`src/rtl/div_restoring_if.sv`:
```
// Start/done bus for the iterative restoring divider.
// The master drives the request side and the slave (divider) drives results and status.
interface div_restoring_if #(
  parameter int W = 8
) ();
  logic         start;
  logic [W-1:0] dividend;
  logic [W-1:0] divisor;
  logic         busy;
  logic         done;
  logic [W-1:0] quotient;
  logic [W-1:0] remainder;
  logic         div_by_zero;
  logic [1:0]   dbg_state;

  // start is sampled only while the divider is idle or done; a sample of
  // start=1 there accepts dividend/divisor on that edge. done is a one-cycle
  // pulse, and quotient/remainder/div_by_zero hold until the next acceptance.
  modport master (
    output start, dividend, divisor,
    input  busy, done, quotient, remainder, div_by_zero, dbg_state
  );

  modport slave (
    input  start, dividend, divisor,
    output busy, done, quotient, remainder, div_by_zero, dbg_state
  );
endinterface

```
`src/rtl/div_restoring.sv`:
```
// Iterative restoring divider: one trial subtraction per clock, computed as
// P + ~D + 1 through a generate/propagate carry-lookahead network.
module div_restoring #(
  parameter int W = 8
) (
  input  logic           clk,
  input  logic           rst_n,
  div_restoring_if.slave bus
);

  localparam int CW = $clog2(W + 1);

  typedef enum logic [1:0] {
    IDLE = 2'd0,
    RUN  = 2'd1,
    DONE = 2'd2
  } state_t;

  state_t        state_q, state_d;
  logic [W:0]    r_q, r_d;
  logic [W-1:0]  q_q, q_d;
  logic [W-1:0]  d_q, d_d;
  logic [CW-1:0] cnt_q, cnt_d;
  logic [W-1:0]  quot_q, quot_d;
  logic [W-1:0]  rem_q, rem_d;
  logic          dbz_q, dbz_d;
  logic          busy_q, busy_d;
  logic          done_q, done_d;

  logic [W:0]    s;
  logic [W:0]    sub_b;
  logic [W:0]    g;
  logic [W:0]    p;
  logic [W+1:0]  c;
  logic [W:0]    t;
  logic          borrow;

  assign s     = {r_q[W-1:0], q_q[W-1]};
  assign sub_b = ~{1'b0, d_q};
  assign g     = s & sub_b;
  assign p     = s ^ sub_b;

  // Each carry is the flattened lookahead sum of products, with carry-in 1.
  always_comb begin
    logic c_acc;
    logic p_run;
    c[0] = 1'b1;
    for (int i = 0; i <= W; i++) begin
      c_acc = g[i];
      p_run = p[i];
      for (int j = i - 1; j >= 0; j--) begin
        c_acc = c_acc | (p_run & g[j]);
        p_run = p_run & p[j];
      end
      c[i+1] = c_acc | p_run;
    end
  end

  assign t      = p ^ c[W:0];
  assign borrow = ~c[W+1];

  always_comb begin
    state_d = state_q;
    r_d     = r_q;
    q_d     = q_q;
    d_d     = d_q;
    cnt_d   = cnt_q;
    quot_d  = quot_q;
    rem_d   = rem_q;
    dbz_d   = dbz_q;
    case (state_q)
      IDLE, DONE: begin
        state_d = IDLE;
        if (bus.start) begin
          d_d     = bus.divisor;
          q_d     = bus.dividend;
          r_d     = '0;
          cnt_d   = '0;
          dbz_d   = 1'b0;
          state_d = RUN;
          // A zero divisor finishes immediately with saturated quotient.
          if (bus.divisor == '0) begin
            state_d = DONE;
            quot_d  = '1;
            rem_d   = bus.dividend;
            dbz_d   = 1'b1;
          end
        end
      end
      RUN: begin
        if (borrow) begin
          r_d = s;
          q_d = {q_q[W-2:0], 1'b0};
        end else begin
          r_d = t;
          q_d = {q_q[W-2:0], 1'b1};
        end
        cnt_d = cnt_q + CW'(1);
        if (cnt_q == CW'(W - 1)) begin
          quot_d  = q_d;
          rem_d   = r_d[W-1:0];
          state_d = DONE;
        end
      end
      default: state_d = IDLE;
    endcase
    busy_d = (state_d == RUN);
    done_d = (state_d == DONE);
  end

  always_ff @(posedge clk) begin
    if (!rst_n) begin
      state_q <= IDLE;
      r_q     <= '0;
      q_q     <= '0;
      d_q     <= '0;
      cnt_q   <= '0;
      quot_q  <= '0;
      rem_q   <= '0;
      dbz_q   <= 1'b0;
      busy_q  <= 1'b0;
      done_q  <= 1'b0;
    end else begin
      state_q <= state_d;
      r_q     <= r_d;
      q_q     <= q_d;
      d_q     <= d_d;
      cnt_q   <= cnt_d;
      quot_q  <= quot_d;
      rem_q   <= rem_d;
      dbz_q   <= dbz_d;
      busy_q  <= busy_d;
      done_q  <= done_d;
    end
  end

  assign bus.busy        = busy_q;
  assign bus.done        = done_q;
  assign bus.quotient    = quot_q;
  assign bus.remainder   = rem_q;
  assign bus.div_by_zero = dbz_q;
  assign bus.dbg_state   = state_q;

endmodule

```
`src/flat_wrapper.sv`:
```
// flat-port wrapper written by rule: the top's interface ports become plain ports
module div_restoring_flat 
#(
  parameter int W = 8
)
  (clk, rst_n, bus_start, bus_dividend, bus_divisor, bus_busy, bus_done, bus_quotient, bus_remainder, bus_div_by_zero, bus_dbg_state);
  div_restoring_if #(.W(W)) bus_i ();
  input  logic clk;
  input  logic rst_n;
  input wire logic [$bits(bus_i.start)-1:0] bus_start;
  input wire logic [$bits(bus_i.dividend)-1:0] bus_dividend;
  input wire logic [$bits(bus_i.divisor)-1:0] bus_divisor;
  output wire logic [$bits(bus_i.busy)-1:0] bus_busy;
  output wire logic [$bits(bus_i.done)-1:0] bus_done;
  output wire logic [$bits(bus_i.quotient)-1:0] bus_quotient;
  output wire logic [$bits(bus_i.remainder)-1:0] bus_remainder;
  output wire logic [$bits(bus_i.div_by_zero)-1:0] bus_div_by_zero;
  output wire logic [$bits(bus_i.dbg_state)-1:0] bus_dbg_state;
  assign bus_i.start = bus_start;
  assign bus_i.dividend = bus_dividend;
  assign bus_i.divisor = bus_divisor;
  assign bus_busy = bus_i.busy;
  assign bus_done = bus_i.done;
  assign bus_quotient = bus_i.quotient;
  assign bus_remainder = bus_i.remainder;
  assign bus_div_by_zero = bus_i.div_by_zero;
  assign bus_dbg_state = bus_i.dbg_state;
  div_restoring #(.W(W)) u_core (.clk(clk), .rst_n(rst_n), .bus(bus_i));
endmodule
```
`config.mk`:
```
export PLATFORM = sky130hd
export DESIGN_NAME = div_restoring_flat
export DESIGN_NICKNAME = d
export VERILOG_FILES = /design/src/rtl/div_restoring_if.sv /design/src/rtl/div_restoring.sv /design/src/flat_wrapper.sv
export SDC_FILE = /design/constraint.sdc
export NUM_CORES = 1
export LEC_CHECK = 0
export CORE_MARGIN = 2
export CORE_UTILIZATION = 53
export CTS_CLUSTER_SIZE = 30
export DETAILED_ROUTE_END_ITERATION = 6
export GPL_TIMING_DRIVEN = 0
export PLACE_DENSITY = 0.8
export SLEW_MARGIN = 10
export SYNTH_ARGS = -nofsm -noshare
export SYNTH_HDL_FRONTEND = slang
export SYNTH_SLANG_ARGS = --single-unit
export TNS_END_PERCENT = 100
```
`constraint.sdc`:
```
create_clock -name clk -period 2.5 [get_ports clk]
set_clock_uncertainty 0.1 [all_clocks]
set_input_delay 0.25 -clock clk [delete_from_list [all_inputs] [get_ports clk]]
set_output_delay 0.25 -clock clk [all_outputs]
set_load 0.05 [all_outputs]
```
==> impl_metrics.ini <==
[status]
status = completed

[layout]
n_antenna_cell = 0
syn_to_final_growth_pct = 23.06
fillers = 384
layout-drive-gt1-share = 0.08788
final_common_cell = nand2_1
stdcell_area_um2 = 2924
final_util = 0.6762
multiInputGateArea_um2 = 1270
regArea_um2 = 980.9
nets = 358
layout_common_cells = 54 x nand2_1, 49 x dfxtp_1, 39 x clkdlybuf4s50_1
stdcell_count = 382

[floorplan]
rows = 24
fp.dieH_um = 70.96
initial_core_util = 0.5495
die_w_um = 70.96
core_um2 = 4324
die_area_um2 = 5035
io_pins = 40

[drt]
drt_iter0_drc = 233
vias = 2244
drc_errors = 0
final_antenna_net_count = 0
vias_per_cell = 5.874
wl_per_cell_um = 15.58
firstDrtPassIters = 5
wirelength_um = 5950

[cts]
cts_sinks = 49
cts_resized = 0
cts_max_level = 2
clk-insertion-delay-late_ns = 0.30
cts_tree = done
post_cts_buffers = 0
clock-root-buffer = clkbuf_8
holdBufCountCts = 0
cts_buffer_depth = 2
numCtsBuffers = 5
clk_pin_slew_ns = 0.10

[global_route]
grt_pass1_vias = 2074
grt_max_degree = 17
top_usage_layer = met2
gr-usage-met1 = 0.3473
grt_pass1_wl_um = 10100
antenna_found_initial = 0
grt_usage = 0.2523
grt_util_met3 = 0.04274
grt_remaining_overflow = 0
grt_util_met2 = 0.4133

[placed_design]
hpwl_um = 4519
place_ws_ns = 0.05174
dp_cells = 374
placed_cell_area_um2 = 2831
place_congestion = 0.9790
io_buffers = 39

[timing]
setup_slack_ns = 0.2416
fmax_mhz = 442.8
slew_violations = 0
setup_viol = 0
fin_crit_sh = 0.9033
tns_ns = 0
rsz0062_at_grt = no
finalCriticalPeriod_ns = 2.258
final_hold_viol_count = 0
slew-limit-headroom = 0.5858
worst_slew_pin_slew_ns = 0.6212

[synthesis]
synthDistinctLibCells = 46
syn_nets = 312
synthFlopType = dfxtp_1
async_flop_share = 0
ys_ff_latch = 49
ys_warn_count = 0
synth_edf_count = 0
syn_area_um2 = 2376
ys_seq_area_frac = 0.4128
synth_cells = 283
synth.avg_cell_area_um2 = 8.396

[critical_path]
start_kind = register
crit_type = register to register
cp-end-kind = register
cp.arrival_ns = 2.39
worstPathMaxFanout = 5
crit_required_ns = 2.63
regToRegSetupSlack_ns = 0.24

[pwr]
leakagePower_nw = 1.095
power_density_nw_per_um2 = 655.3
vdd_drop_max_mv = 0.4279

[min_path]
hold_path.class = register to register

[job]
drv_cap = 0
## logic make-up (layout without fill, tap and decap cells)
family          count (synthesis)  count (layout)  synth area share
simple gates                   97              97            0.1796
mux                             4               4           0.01685
fa+ha+maj                      10              10           0.05266
xor+xnor                        4               4           0.01475
compound gates                 90              90            0.2701
flops                          49              49            0.4128
buf+inv                        29              76           0.05319
## final cells by class
type / instances / area share
multi-input combinational: 205 / 0.4343
sequential: 49 / 0.3355
timing repair buffer: 39 / 0.1335
buffer: 15 / 0.02525
clock buffer: 5 / 0.02353
tap: 52 / 0.02225
inverter: 14 / 0.01797
clock inverter: 3 / 0.007702
## through the flow
step / hold WS (ns) / power [mW]
after floorplan: 0.2860 / 1.287
after global placement: 0.3446 / 1.434
after detailed placement: 0.3507 / 1.447
after CTS: 0.3632 / 1.911
after global routing: 0.3847 / 2.013
final: 0.3596 / 1.916
## per-layer routing
metal / vias up / wire (µm)
met3: 4 / 364
met4: 0 / 47
met2: 76 / 2798
met5: - / 0
li1: 1114 / -
met1: 1050 / 2739
## worst max-delay path, cell delays in order (launching register included)
cell and delay, ns:
dfxtp_1 0.38, inv_1 0.06, ha_1 0.33, o211ai_1 0.15, a21o_1 0.23, a22oi_1 0.47
o311ai_0 0.26, o211ai_1 0.21
## report_power, final
part | leakage (nW) | switching, mW | internal, mW | total [mW]
logic | 0.647 | 0.335 | 0.229 | 0.564
clock network | 0.0481 | 0.278 | 0.199 | 0.477
registers | 0.401 | 0.0399 | 0.835 | 0.875
## cells in the mapped netlist, types with 2 or more instances
cell type  instances  share of area
a2111oi_0          2         0.0074
a211oi_1           2         0.0063
a21o_1             2         0.0063
a21oi_1           23          0.048
a22oi_1            7          0.022
a311oi_1           7          0.026
a31oi_1            7          0.018
buf_1              2         0.0032
buf_2              4         0.0084
clkbuf_1           6         0.0095
dfxtp_1           49           0.41
ha_1              10          0.053
inv_1             13          0.021
mux2i_1            4          0.017
nand2_1           54          0.085
nand3_1            5          0.011
nand3b_1           5          0.016
nor2_1            18          0.028
nor2b_1            3         0.0079
nor3_1             4         0.0084
nor4_1             2         0.0053
o211ai_1           2         0.0063
o21ai_0           19          0.040
o221a_2            8          0.038
o311ai_0           2         0.0074
xnor2_1            3          0.011
## path summary, 6_finish.rpt
kind / cells after the start / startpoint / endpoint
worst min-delay path: 2 / u_core.d_q[7] / u_core.d_q[7]
worst max-delay path: 7 / u_core.d_q[0] / u_core.r_q[5]
worst min register to register: 2 / u_core.d_q[7] / u_core.d_q[7]
worst max register to register: 7 / u_core.d_q[0] / u_core.r_q[5]
## registers in the layout, indices dropped and copies added (netlist names)
register                flops
u_core.bus.quotient         8
u_core.bus.remainder        8
u_core.d_q                  8
u_core.q_q                  8
u_core.r_q                  8
u_core.cnt_q                4
u_core.bus.dbg_state        2
u_core.bus.busy             1
u_core.bus.div_by_zero      1
u_core.bus.done             1
(Power assumes the default switching activity.)
